==> config.mk <==
export PLATFORM = sky130hd
export DESIGN_NAME = icache_way_sched
export DESIGN_NICKNAME = d
export VERILOG_FILES = /design/src/rtl/icache_way_sched.sv
export SDC_FILE = /design/constraint.sdc
export NUM_CORES = 1
export LEC_CHECK = 0
export CAP_MARGIN = 0
export CORE_AREA = 3 3 520 522
export CTS_CLUSTER_DIAMETER = 30
export DETAILED_ROUTE_END_ITERATION = 8
export DIE_AREA = 0 0 523 525
export SETUP_SLACK_MARGIN = 0.3
export SLEW_MARGIN = 20
export SYNTH_ARGS = -nofsm -noshare
export SYNTH_HDL_FRONTEND = slang
export SYNTH_SLANG_ARGS = --single-unit
==> constraint.sdc <==
create_clock -name clk_i -period 1.7 [get_ports clk_i]
set_clock_uncertainty 0.2 [all_clocks]
set_input_delay 0.34 -clock clk_i [delete_from_list [all_inputs] [get_ports clk_i]]
set_output_delay 0.34 -clock clk_i [all_outputs]
set_load 0.03 [all_outputs]
==> src/rtl/icache_way_sched.sv <==
// icache_way_sched: arbitrates the instruction-cache way SRAMs between fetch
// lookups (read all ways), refill writes (one way) and a whole-cache flush
// sweep that zeroes every set of every way.
module icache_way_sched #(
  parameter int NUM_WAYS     = 4,
  parameter int ADDR_WIDTH   = 8,
  parameter int SET_WIDTH    = 128,
  parameter int MAX_WR_BURST = 4,
  localparam int WAY_W = (NUM_WAYS > 1) ? $clog2(NUM_WAYS) : 1,
  localparam int SC_W  = $clog2(MAX_WR_BURST + 1)
) (
  input  logic                          clk_i,
  input  logic                          rst_i,
  input  logic                          flush_i,
  output logic                          flush_busy_o,
  input  logic                          rd_valid_i,
  output logic                          rd_ready_o,
  input  logic [ADDR_WIDTH-1:0]         rd_addr_i,
  output logic                          rd_rvalid_o,
  output logic [NUM_WAYS*SET_WIDTH-1:0] rd_data_o,
  input  logic                          wr_valid_i,
  output logic                          wr_ready_o,
  input  logic [ADDR_WIDTH-1:0]         wr_addr_i,
  input  logic [WAY_W-1:0]              wr_way_i,
  input  logic [SET_WIDTH-1:0]          wr_data_i,
  output logic [NUM_WAYS-1:0]           way_req_o,
  output logic [NUM_WAYS-1:0]           way_we_o,
  output logic [ADDR_WIDTH-1:0]         way_addr_o,
  output logic [SET_WIDTH-1:0]          way_data_o,
  input  logic [NUM_WAYS*SET_WIDTH-1:0] way_rdata_i
);

  localparam logic [0:0] S_IDLE  = 1'b0;
  localparam logic [0:0] S_FLUSH = 1'b1;

  logic [0:0]            r_state;
  logic [ADDR_WIDTH-1:0] r_cnt;
  logic [SC_W-1:0]       r_starve;
  logic                  r_rd_vld_p1;

  logic                  w_idle;
  logic                  w_flushing;
  logic                  w_force_rd;
  logic                  w_wr_gnt;
  logic                  w_rd_gnt;
  logic [NUM_WAYS-1:0]   w_onehot;

  // Grant decision: flush beats write beats read, except that a read that has
  // watched MAX_WR_BURST writes go by takes the slot. Reset masks all grants.
  always_comb begin
    w_idle     = (r_state == S_IDLE) && !rst_i;
    w_flushing = (r_state == S_FLUSH) && !rst_i;
    w_force_rd = rd_valid_i && wr_valid_i && (r_starve == SC_W'(MAX_WR_BURST));
    w_wr_gnt   = w_idle && !flush_i && wr_valid_i && !w_force_rd;
    w_rd_gnt   = w_idle && !flush_i && rd_valid_i && !w_wr_gnt;
    w_onehot   = NUM_WAYS'(1) << wr_way_i;
  end

  // SRAM pin drive for the cycle's winner; address/data are don't-care when idle.
  always_comb begin
    way_req_o  = '0;
    way_we_o   = '0;
    way_addr_o = rd_addr_i;
    way_data_o = wr_data_i;
    if (w_flushing) begin
      way_req_o  = '1;
      way_we_o   = '1;
      way_addr_o = r_cnt;
      way_data_o = '0;
    end else if (w_wr_gnt) begin
      way_req_o  = w_onehot;
      way_we_o   = w_onehot;
      way_addr_o = wr_addr_i;
    end else if (w_rd_gnt) begin
      way_req_o  = '1;
    end
  end

  assign rd_ready_o   = w_rd_gnt;
  assign wr_ready_o   = w_wr_gnt;
  assign flush_busy_o = (r_state == S_FLUSH);
  assign rd_rvalid_o  = r_rd_vld_p1;
  assign rd_data_o    = way_rdata_i;

  // State, sweep counter, starvation counter and the read-valid pipe.
  always_ff @(posedge clk_i) begin
    if (rst_i) begin
      r_state     <= S_IDLE;
      r_cnt       <= '0;
      r_starve    <= '0;
      r_rd_vld_p1 <= 1'b0;
    end else begin
      // stage p0 -> p1: SRAM read data is valid one cycle after the grant
      r_rd_vld_p1 <= w_rd_gnt;
      case (r_state)
        S_IDLE: begin
          if (flush_i) begin
            r_state <= S_FLUSH;
            r_cnt   <= '0;
          end
          if (w_rd_gnt || !rd_valid_i) begin
            r_starve <= '0;
          end else if (w_wr_gnt && (r_starve != SC_W'(MAX_WR_BURST))) begin
            r_starve <= r_starve + SC_W'(1);
          end
        end
        default: begin
          if (r_cnt == {ADDR_WIDTH{1'b1}}) begin
            r_state  <= S_IDLE;
            r_cnt    <= '0;
            r_starve <= '0;
          end else begin
            r_cnt <= r_cnt + ADDR_WIDTH'(1);
          end
        end
      endcase
    end
  end

endmodule

==> results.txt <==
post-synthesis cell type count = 43
post-synthesis xor/xnor area fraction = 0%
CP max FO = 4
hold violation total from the final report = 0
GRT overflow = 0
final setup vio count = 157
clock tree root driver cell = clkbuf_16
Post-Synth Simple-Gate Area = 19.12%
Period Utilization, post-route = 132.9%
Avg Inst Size Synth = 7.302 um2
CTS buffer count = 3
dominant cell type by area after synthesis = buf_4
worst vdd ir = 0.0002752 V
CP Class = flip-flop to primary output
Top FF cell, synth = dfxtp_1
DIE AREA = 274,600 um2
# rows = 189
post-route DRC violation count = 0
CTS Hold Buffers Added = 0
Initial DRC Count = 208
vias in the first global route = 5,265
hold slack = 347.3 ps
CTS tree = done
TritonCTS Sinks = 13
clock transition at the registers of the reported paths = 50 ps
area added between synthesis and finish = 116.8%
critical path's slowest cell = dfxtp_4
Total GRT Usage = 15.72%
core area = 265,600 um2
EDFF count, synth = 0
critical path's largest stage delay = 350 ps
Synth async-reset ratio = 0%
most common cell in the synthesized netlist = buf_4
Die Ht = 525 um
failing checks = setup timing
# fillers = 31,260
mux cell area share after synthesis = 0%
syn nets = 1,445
Req. time, crit path = 1160 ps
Vias = 5,479
PD cells = 323.0 nW/um2
pins over their slew limit = 0
via/cell ratio = 1.315
ranking of synthesized cells by area = buf_4 68%, and2_1 14%, dfxtp_1 4.6%, nand2_1 1.2%, o211ai_1 1.2%
GP Congestion = 0.8276
Port Buffers = 298
fin nets = 1,285
CP arrival = 1720 ps
Reg area = 272.8 um2
leak pwr = 3.487 nW
Hold Crit Class = flip-flop to flip-flop
Synth Area in Compound Gates = 5.895%
number of synthesized register bits = 13
sequential share of the synthesized area = 4.575%
Cell Chain, Critical Path = buf_6 -> buf_6 -> buf_4 -> nor3_4 -> a31oi_4 -> buf_12 -> o31ai_4 -> buf_12
largest family of logic cells by synthesized area = buffers and inverters
Ys Warns = 0
Initial Utilization = 2.142%
CTS max path bufs = 2
Cells after Synth = 779
Setup WS post-layout = -559.5 ps
I/O pins = 1,323
Period minus WS final = 2259 ps
Setup crit start kind = flip-flop
CP Capture Type = primary output
Adder-Cell Fraction of Synth Area = 0.6599%
Clock Latency Late Sink = 250 ps
post-detail-place hpwl = 221.2 mm
H-tree levels = 1
Detailed Route WL = 225.4 mm
drt pass-1 iters = 5
Total Power = 3.984 mW
pin count of the biggest net entering global routing = 21
initial antenna violation count = 103
first-pass GRT wire length = 239.2 mm
Cell Area, Synth = 5688 um2
DR WL/cell = 54.09 um
Worst Tran Pin Value = 464.6 ps
status = finished with violations
share of the synthesized area in the top cell type = 67.84%
Core Util, Final = 4.645%
Commonest cells post-synth = 514 x buf_4, 129 x and2_1, 18 x nand2_1
share of layout cells above drive strength 1 = 65.86%
Antenna Nets Post-Route = 0
slew margin rel. = 68.93%
fmax = 0.4426 GHz
DIE WIDTH = 523 um
Multi-input gate area = 2115 um2
RSZ-0062 raised after global routing = yes
Maximum Capacitance Violations = 0
sequential cells by signal, indices dropped and copies added (netlist names):
| register | count |
|---|---|
| r_starve | 3 |
| r_cnt | 8 |
| flush_busy_o | 1 |
| rd_rvalid_o | 1 |
metrics by stage:
step | area (um2) | cells | setup WS [ps] | TNS (ps)
after global placement | 11430 | 4113 | -1013 | -104700
after detailed placement | 11430 | 4113 | -1043 | -107540
after global routing | 12300 | 4152 | -609.5 | -82220
after floorplan | 6400 | 779 | -293.5 | -4159
after CTS | 12160 | 4145 | -628.6 | -78570
final | 12330 | 4166 | -559.5 | -72850
cell usage in the layout (no fill, tap or decap), types with 7 or more instances in the layout:
cell type,synthesis,routed
buf_12,0,152
nand2_1,18,14
buf_6,1,24
dfxtp_1,13,7
o211ai_1,9,9
clkdlybuf4s50_1,0,145
diode_2,0,15
buf_4,514,26
and2_4,0,129
clkbuf_16,0,8
where the power goes:
group / switching, mW / leakage, nW / internal [mW]
Sequential: 0.0115 / 0.109 / 0.311
Combinational: 1.49 / 3.34 / 1.71
Clock: 0.141 / 0.0382 / 0.317
path summary, 6_finish.rpt:
check / start / slack, ps / cells past startpoint / end
worst min-delay path: r_cnt[0] / 350 / 1 / r_cnt[0]
worst max register to register: flush_busy_o / -130 / 10 / r_cnt[5]
worst min register to register: r_cnt[0] / 350 / 1 / r_cnt[0]
worst max-delay path: flush_busy_o / -560 / 8 / way_req_o[2]
timing repair:
item | 4_1_cts | 5_1_grt
resized for setup | 81 | 24
gates cloned | 7 | 1
setup buffers | 21 | 5
setup endpoints to repair | 160 | 160
pin swaps | 19 | 13
kinds of logic after synthesis:
group,after synthesis
adders and majority gates,3
and+or+nand+nor,179
AOI/OAI and AO/OA,44
DFF,13
buffers and inverters,540
worst max-delay path, delay by kind of cell, from the launching register on:
family	cells	cell delay, ps
AND/OR/NAND/NOR	1	220
AO/OA/AOI/OAI	2	200
buffers and inverters	5	680
flip-flops	1	350
layout make-up:
cell class	instances	area share (%)
multi-input cells	226	17.14
inverters	7	0.3043
flip-flops and latches	13	2.211
repair buffers	367	43.43
repair inverters	1	0.1319
clock buffers	4	0.6391
well taps	3533	35.84
diodes	15	0.3043
metal layers:
layer / part of all wire [%] / GRT usage [%]
met3: 50 / 36.98
met5: 0.21 / 1.018
met2: 38 / 21.35
met1: 10 / 4.382
met4: 2.4 / 2.728
Power figures use the tool's default switching activity.
